$ cat config.mk
export PLATFORM = sky130hd
export DESIGN_NAME = barrido_digitos
export DESIGN_NICKNAME = d
export VERILOG_FILES = /design/src/rtl/disp_pkg.sv /design/src/rtl/rr_next_digit.sv /design/src/rtl/barrido_digitos.sv
export SDC_FILE = /design/constraint.sdc
export NUM_CORES = 1
export LEC_CHECK = 0
export ABC_CLOCK_PERIOD_IN_PS = 2900
export CAP_MARGIN = 20
export CELL_PAD_IN_SITES_DETAIL_PLACEMENT = 1
export CELL_PAD_IN_SITES_GLOBAL_PLACEMENT = 2
export CORE_UTILIZATION = 33
export CTS_BUF_LIST = sky130_fd_sc_hd__clkbuf_16
export DETAILED_ROUTE_END_ITERATION = 16
export GPL_TIMING_DRIVEN = 0
export PLACE_DENSITY = 0.87
export SLEW_MARGIN = 5
export SYNTH_ARGS = -nofsm -noshare
export SYNTH_HDL_FRONTEND = slang
export SYNTH_SLANG_ARGS = --single-unit
$ cat constraint.sdc
create_clock -name i_Clk -period 2.9 [get_ports i_Clk]
set_clock_uncertainty 0.15 [all_clocks]
set_input_delay 0.435 -clock i_Clk [delete_from_list [all_inputs] [get_ports i_Clk]]
set_output_delay 0.435 -clock i_Clk [all_outputs]
set_load 0.05 [all_outputs]
$ cat src/rtl/disp_pkg.sv
// Shared types and helpers for the barrido_digitos multiplexed display scanner.
// Holds the scan state encoding, counter-width helper and anode polarity encoder.
package disp_pkg;

  typedef enum logic [1:0] {
    IDLE  = 2'd0,
    BLANK = 2'd1,
    DRIVE = 2'd2
  } disp_state_e;

  // Widest display the anode encoder supports; callers size-cast the result down.
  localparam int MAX_DIGITS = 32;
  localparam int IDX_W      = 5;

  // Bits needed to count 0..n-1, never less than one.
  function automatic int cnt_width(input int n);
    return (n < 2) ? 1 : $clog2(n);
  endfunction

  // One-hot anode pattern for digit idx; with valid=0 every anode is inactive.
  function automatic logic [MAX_DIGITS-1:0] anode_drive(
    input logic [IDX_W-1:0] idx,
    input logic             valid,
    input logic             active_low
  );
    logic [MAX_DIGITS-1:0] one_hot;
    one_hot = '0;
    if (valid) one_hot[idx] = 1'b1;
    return active_low ? ~one_hot : one_hot;
  endfunction

endpackage

$ cat src/rtl/rr_next_digit.sv
// Combinational round-robin search over the digit enable mask: lowest enabled
// digit above the current one (wrapping), the lowest enabled digit, and any-valid.
module rr_next_digit
  import disp_pkg::*;
#(
  parameter int N_DIGITS = 4,
  parameter int SEL_W    = $clog2(N_DIGITS)
) (
  input  logic [N_DIGITS-1:0] i_Mask,
  input  logic [SEL_W-1:0]    i_Cur,
  output logic [SEL_W-1:0]    o_Next,
  output logic [SEL_W-1:0]    o_First,
  output logic                o_Any
);

  logic [SEL_W-1:0] above_idx;
  logic             above_found;

  // NOTE: every variable written here gets a default first, otherwise a path
  // that skips the assignment infers a latch.
  always_comb begin
    o_First     = '0;
    above_idx   = '0;
    above_found = 1'b0;
    // Scanning downwards leaves the lowest qualifying index as the last write.
    for (int i = N_DIGITS - 1; i >= 0; i--) begin
      if (i_Mask[i]) begin
        o_First = SEL_W'(i);
        if (32'(i) > 32'(i_Cur)) begin
          above_idx   = SEL_W'(i);
          above_found = 1'b1;
        end
      end
    end
    o_Next = above_found ? above_idx : o_First;
    o_Any  = |i_Mask;
  end

endmodule

$ cat src/rtl/barrido_digitos.sv
// Multiplexed 7-segment digit scanner: slot prescaler, masked round-robin digit
// select, inter-digit blanking and idle mode. Define DISP_SCAN_DIM_EN for i_Bright dimming.
module barrido_digitos
  import disp_pkg::*;
#(
  parameter  int N_DIGITS         = 4,
  parameter  int PRESCALE         = 50000,
  parameter  int BLANK_CYC        = 16,
  parameter  int ANODE_ACTIVE_LOW = 1,
  localparam int SEL_W            = $clog2(N_DIGITS)
) (
  input  logic                i_Clk,
  input  logic                i_Rst_n,
  input  logic                i_En,
  input  logic [N_DIGITS-1:0] i_Dig_Mask,
`ifdef DISP_SCAN_DIM_EN
  input  logic [3:0]          i_Bright,
`endif
  output logic [N_DIGITS-1:0] o_Anodo,
  output logic [SEL_W-1:0]    o_Sel,
  output logic                o_Slot_Start,
  output logic                o_Blank
);

  localparam int                  PC_W      = cnt_width(PRESCALE);
  localparam logic [PC_W-1:0]     PC_LAST   = PC_W'(PRESCALE - 1);
  localparam logic [31:0]         BLANK_U   = 32'(BLANK_CYC);
  localparam logic [31:0]         FULL_END  = 32'(PRESCALE);
  localparam logic                POL_LOW   = (ANODE_ACTIVE_LOW != 0);
  localparam logic [N_DIGITS-1:0] ANODE_OFF = POL_LOW ? '1 : '0;

  logic [PC_W-1:0]     pc_q, pc_d;
  logic [SEL_W-1:0]    sel_q, sel_d;
  disp_state_e         state_q, state_d;
  logic [N_DIGITS-1:0] anodo_q, anodo_d;
  logic                blank_q, blank_d;
  logic                slot_start_q, slot_start_d;
`ifdef DISP_SCAN_DIM_EN
  logic [3:0]          bright_q, bright_d;
`endif

  logic [SEL_W-1:0]    rr_next;
  logic [SEL_W-1:0]    rr_first;
  logic                any_valid;
  logic [31:0]         drive_end;
  logic                in_window;
  logic                lit;

  rr_next_digit #(
    .N_DIGITS (N_DIGITS),
    .SEL_W    (SEL_W)
  ) u_rr (
    .i_Mask  (i_Dig_Mask),
    .i_Cur   (sel_q),
    .o_Next  (rr_next),
    .o_First (rr_first),
    .o_Any   (any_valid)
  );

  always_comb begin
    pc_d         = pc_q;
    sel_d        = sel_q;
    state_d      = state_q;
    slot_start_d = 1'b0;
    drive_end    = FULL_END;
    in_window    = 1'b0;
    lit          = 1'b0;
`ifdef DISP_SCAN_DIM_EN
    bright_d     = bright_q;
`endif

    if (!i_En || !any_valid) begin
      pc_d    = '0;
      sel_d   = '0;
      state_d = IDLE;
    end else begin
      if (state_q == IDLE || pc_q == PC_LAST) begin
        pc_d         = '0;
        sel_d        = (state_q == IDLE) ? rr_first : rr_next;
        slot_start_d = 1'b1;
`ifdef DISP_SCAN_DIM_EN
        bright_d     = i_Bright;
`endif
      end else begin
        pc_d = pc_q + PC_W'(1);
      end

`ifdef DISP_SCAN_DIM_EN
      // Drive window scales in sixteenths of the non-blanked part of the slot.
      drive_end = BLANK_U + (32'(PRESCALE - BLANK_CYC) * (32'(bright_d) + 32'd1)) / 32'd16;
`endif
      in_window = (32'(pc_d) >= BLANK_U) && (32'(pc_d) < drive_end);
      state_d   = in_window ? DRIVE : BLANK;
      // A digit whose mask bit drops mid-slot goes dark but keeps its slot.
      lit       = in_window && i_Dig_Mask[sel_d];
    end

    anodo_d = N_DIGITS'(anode_drive(IDX_W'(sel_d), lit, POL_LOW));
    blank_d = !lit;
  end

  // NOTE: sequential state uses non-blocking assignments so every flop samples
  // the pre-edge values regardless of statement order.
  always_ff @(posedge i_Clk) begin
    if (!i_Rst_n) begin
      pc_q         <= '0;
      sel_q        <= '0;
      state_q      <= IDLE;
      anodo_q      <= ANODE_OFF;
      blank_q      <= 1'b1;
      slot_start_q <= 1'b0;
`ifdef DISP_SCAN_DIM_EN
      bright_q     <= 4'hF;
`endif
    end else begin
      pc_q         <= pc_d;
      sel_q        <= sel_d;
      state_q      <= state_d;
      anodo_q      <= anodo_d;
      blank_q      <= blank_d;
      slot_start_q <= slot_start_d;
`ifdef DISP_SCAN_DIM_EN
      bright_q     <= bright_d;
`endif
    end
  end

  assign o_Anodo      = anodo_q;
  assign o_Sel        = sel_q;
  assign o_Slot_Start = slot_start_q;
  assign o_Blank      = blank_q;

endmodule

# ---- Word-level counts from Yosys, hierarchy flattened
# Cells that the tools add are included.
dict set report word_totals {
  regBits 26
  latch_bits 0
  ram_bits 0
  mem_bits_ro 0
  elab_cells 60
  memories 0
}
dict set report op_classes {
  n_addsub 1
  multipliers 0
  div 0
  order_cmp 8
  eq_ne 1
  shifts 0
  mux 31
  n_bitwise 2
  n_reduce_logical 11
}
# op n
set op_table {}
lappend op_table {{$mux 16} 2}
lappend op_table {{$mux 2} 16}
lappend op_table {{$add 16x1->16 const B} 1}
lappend op_table {{$eq 16x16->1 const B} 1}
lappend op_table {{$ge 16x5->1 const B} 1}
lappend op_table {{$lt 16x16->1 const B} 1}
lappend op_table {{$mux 1} 10}
lappend op_table {{$lt 2x6->1 const B} 1}
lappend op_table {{$gt 2x2->1 const A} 2}
lappend op_table {{$mux 4} 1}
lappend op_table {{$not 4->4} 1}
lappend op_table {{$reduce_or 4->1} 1}
lappend op_table {{$logic_and 1x1->1} 3}
lappend op_table {{$logic_not 1->1} 3}
lappend op_table {{$lt 2x3->1 const B} 1}
lappend op_table {{$bmux 1 s2} 1}
lappend op_table {{$demux 1 s2} 1}
lappend op_table {{$ge 2x1->1 const B} 1}
lappend op_table {{$gt 1x2->1 const A} 1}
lappend op_table {{$logic_not 2->1} 1}
lappend op_table {{$logic_or 1x1->1} 2}
lappend op_table {{$reduce_or 2->1} 1}
lappend op_table {{$not 1->1} 1}

# ---- Logic depth before layout (Yosys ltp)
dict set report logic_depth {
  word_depth 18
  depth_mapped 8
}

# ---- Cells and area by module
# A second synthesis with hierarchy kept.
dict set report hier_totals {
  cells_unflattened 170
  area_unflattened_um2 1520.2
}
# mod n_inst cells_per_inst area_each_um2 seq_area_each_um2
set by_module_without_submodules {}
lappend by_module_without_submodules {barrido_digitos 1 153 1422.6 520.5}
lappend by_module_without_submodules {rr_next_digit 1 17 97.6 0.0}

# ---- Least setup slack after synthesis
# Ideal clock, no wire load.
dict set report synth_timing {
  kind {register -> register}
  from {register pc_q[0]}
  to {register blank_q, in the netlist o_Blank}
  t_arrival_ps 2138
  required_ps 2611
  setup_slack_ps 474
  path_stages_with_launch 9
  synth_period_minus_slack_ps 2426
  path_cell_list {dfxtp_1 -> ha_1 -> nand4_1 -> nor3_1 -> mux2_1 -> a21oi_1 -> nor4b_2 -> a211oi_4 -> o211ai_1}
}
dict set report synth_between {
  elab_chain_cells 9
  elab_cells_between_ends 15
  cone_classes {add/sub (1); order compare (2); eq/ne (1); mux (7); reduce/logical (4)}
}
# item line_no
set synth_lines {}
lappend synth_lines {{start: declaration} barrido_digitos.sv:32} ;# logic [PC_W-1:0] pc_q, pc_d;
lappend synth_lines {{start signal: assignment} barrido_digitos.sv:116} ;# pc_q <= pc_d;
lappend synth_lines {{branches (longest 6 deep; another with $add 16x1->16)} -}
lappend synth_lines {{$logic_and 1x1->1 *} barrido_digitos.sv:95} ;# lit = in_window && i_Dig_Mask[sel_d];
lappend synth_lines {{$mux 1 *} barrido_digitos.sv:72} ;# if (!i_En || !any_valid) begin
lappend synth_lines {{$logic_not 1->1 *} barrido_digitos.sv:99} ;# blank_d = !lit;
lappend synth_lines {{end signal: assignment} barrido_digitos.sv:120} ;# blank_q <= blank_d;
lappend synth_lines {{end: declaration} barrido_digitos.sv:36} ;# logic blank_q, blank_d;
# Every way passes the cells marked *. The select of a mux whose other input is x is not followed.
# A chain may end at the register's enable or synchronous reset.

# ---- Worst setup path in the final report
dict set report layout_timing {
  from {register pc_q[0]}
  to {register anodo_q[0], in the netlist o_Anodo[0]}
}
dict set report layout_between {
  elab_chain_cells 11
  elab_cells_between_ends 22
  cone_classes {add/sub (1); order compare (4); eq/ne (1); mux (11); bitwise (1); reduce/logical (4)}
}
# item line_no
set layout_lines {}
lappend layout_lines {{branches (longest 9 deep; another with $add 16x1->16)} -}
lappend layout_lines {{$mux 4 *} disp_pkg.sv:28} ;# if (valid) one_hot[idx] = 1'b1;
lappend layout_lines {{$not 4->4 *} disp_pkg.sv:29} ;# return active_low ? ~one_hot : one_hot;
lappend layout_lines {{end signal: assignment} barrido_digitos.sv:119} ;# anodo_q <= anodo_d;
lappend layout_lines {{end: declaration} barrido_digitos.sv:35} ;# logic [N_DIGITS-1:0] anodo_q, anodo_d;
# Marked as above.

==> results.yml <==
power:
  leakage_uw: 0.0005804
  total_power_uw: 820.6
  power.share.switching_pct: 19.60
  power_density_nw_per_um2: 482.6
  seqPwrFrac_pct: 44.3
  ir_worst_vdd_v: 0.0004066
  p_comb_share_pct: 7.1
  power.share.clock_pct: 48.6
  intPower_uw: 659.7
  power.switching_uw: 160.8
final_layout:
  final_design_area_no_fill_um2: 1700
  nNetsFinal: 187
  antenna_cells: 0
  final_cell_mix: "26 x nor2_1, 26 x dfxtp_1, 14 x clkdlybuf4s50_1"
  nFillCells: 487
  syn_to_final_growth_pct: 24.45
  drive_above_1_share_pct: 12.36
global_route:
  grt_use_total_pct: 16.19
  grt_overflow: 0
  grt_pass1_vias: 1187
  grt_pass1_wl_mm: 5.437
  antenna_found_initial: 0
  grt_max_degree: 16
route:
  met3WireLength_um: 105
  wl_per_cell_um: 14.41
  routed_wl_mm: 3.286
  num_vias: 1201
  viasPerCell: 5.268
  drtAntennaViolNets: 0
  top_layer: "met4"
  wirelength_met1_mm: 1.531
  drc: 0
  wl_met2_mm: 1.634
  drtPass1Iterations: 4
  drt_iter0_drc: 45
yosys:
  synth_area_um2: 1366
  synthCells: 158
  synth_ff_type: "dfxtp_1"
  ys_types: 50
  synthArstFlopShare_pct: 0
  yosys_warnings: 0
  ys_seq_area_share_pct: 38.10
  yosys_register_bits: 26
  syn_area_per_cell_um2: 8.648
  synth_enable_flop_cells: 0
  syn_nets: 166
die:
  row_count: 23
  initial_core_util_pct: 34.16
  fp.dieH_um: 66.35
  dieArea_um2: 4402
  fp.coreArea_um2: 4000
  ios: 15
  die_x_um: 66.35
critical_path:
  path_max_fanout: 6
  required_ns: 2.87
  criticalPathCategory: "flop to flop"
  crit_arrival_ns: 2.65
  r2r_start: "pc_q[0]"
  crit_path_end_kind: "flop"
  rr_worst_depth: 8
  critPathLaunchType: "flop"
  r2r-end: "o_Anodo[0]"
  reg2reg_slack_ns: 0.22
sta:
  setup_viol: 0
  period_share_pct: 92.32
  maxSlewHeadroom_pct: 63.66
  layout_setup_ws_ns: 0.2229
  whs_ns: 0.3303
  final.setup.tns_ns: 0
  post-route-min-period_ns: 2.677
  final_hold_viol_count: 0
  grt_setup_unrepaired: "false"
  final-max-slew-violation-count: 0
  worst_pin_slew_ns: 0.5299
  timing.fmax_ghz: 0.3735
clock_tree:
  cts_tree: "done"
  insertion_delay_ns: 0.26
  path_clk_slew_ns: 0.06
  htree_levels: 1
  cts_hold_buffers: 0
  cts_buffers: 3
  cts_buffer_depth: 2
  clkSinkCount: 26
  root_buffer: "clkbuf_16"
hold_path:
  holdPathStages: 1
  min-delay-start: "pc_q[0]"
  hp-class: "flop to flop"
  holdPathEnd: "pc_q[0]"
place:
  place_area_um2: 1569
  pre_cts_slack_ns: 0.04199
  routabilityCongestion: 0.7978
  portBuffers: 14
  hpwl_mm: 2.452
job:
  drv_cap: 0
outcome:
  status: "complete, no violations"
## state kept, by name (all words and copies together), names as in the netlist
name          cells
o_Blank           1
state_q           2
pc_q             16
o_Sel             2
o_Anodo           4
o_Slot_Start      1
## Yosys cell counts (2+ instances only)
cell type   n  area share, %
dfxtp_1    26             38
nor2_1     26            7.1
nand2_1    12            3.3
nand3_1    11            4.0
xnor2_1     8            5.1
xor2_1      7            4.5
a21oi_1     6            2.2
inv_1       6            1.6
nor3_1      6            2.2
or4_1       4            2.2
nand4_1     3            1.4
a211oi_1    2            1.1
and3_1      2           0.92
buf_1       2           0.55
clkbuf_1    2           0.55
## area by class of cell
class                           count  area [um^2]  share of cell area (%)
Clock buffer                        3        75.07                   4.415
Timing Repair Buffer               16        155.1                   9.124
Buffer                              5        26.28                   1.545
Multi-Input combinational cell    121        808.3                   47.53
Clock inverter                      1        30.03                   1.766
Tap cell                           50        62.56                   3.679
Inverter                            6        22.52                   1.325
Sequential cell                    26        520.5                   30.61
## power by group through the flow
stage	Combinational (uW)	Sequential, uW	Clock (uW)
after global routing	64.0	363	421
after detailed placement	58.8	371	0
after CTS	59.3	363	407
after floorplan	29.3	378	0
final	58.6	363	399
after global placement	57.2	371	0
## routing by layer
metal	global-route usage, %	vias to the layer above
li1	-	600
met1	19.02	582
met2	29.72	17
met3	4.138	2
met4	2.394	0
met5	0	-
## cells by family (layout without fill, tap and decap cells)
logic type,count (synthesis),count (layout),synth area share [%]
mux,3,3,2.381
buf+inv,11,31,3.572
compound gates,22,22,13.65
simple gates,80,80,31.78
flops,26,26,38.10
xor+xnor,15,15,9.616
fa+ha+maj,1,1,0.9156
## critical path: stages (launching register included)
cell,delay [ns]
dfxtp_1,0.39
ha_1,0.25
nand4_1,0.25
nor3_4,0.30
mux2_1,0.35
a21oi_1,0.27
nor4b_2,0.12
a211oi_4,0.33
nand4b_1,0.12
## how the worst max path moves through the flow
stage | from | endpoint | slack (ns) | cells after the start
floorplan | pc_q[0] | o_Blank | 0.47 | 8
global placement | pc_q[0] | o_Blank | 0.08 | 8
detailed placement | pc_q[0] | o_Blank | 0.04 | 8
CTS | pc_q[0] | o_Blank | 0.01 | 8
global route | pc_q[0] | o_Blank | 0.02 | 8
finish | pc_q[0] | o_Anodo[0] | 0.22 | 8
## stage by stage
| stage | cells | utilization (%) |
|---|---|---|
| 5_1_grt | 228 | 42.51 |
| 4_1_cts | 226 | 41.85 |
| 3_3_place_gp | 222 | 39.22 |
| 3_5_place_dp | 222 | 39.22 |
| 2_1_floorplan | 158 | - |
| 6_report | 228 | 42.51 |
## timing repair
action	4_1_cts	5_1_grt
resized for setup	0	2
endpoints found under the setup margin	0	5
setup buffers	0	2
endpoints found under the hold margin	0	0
Power figures use the tool's default switching activity.
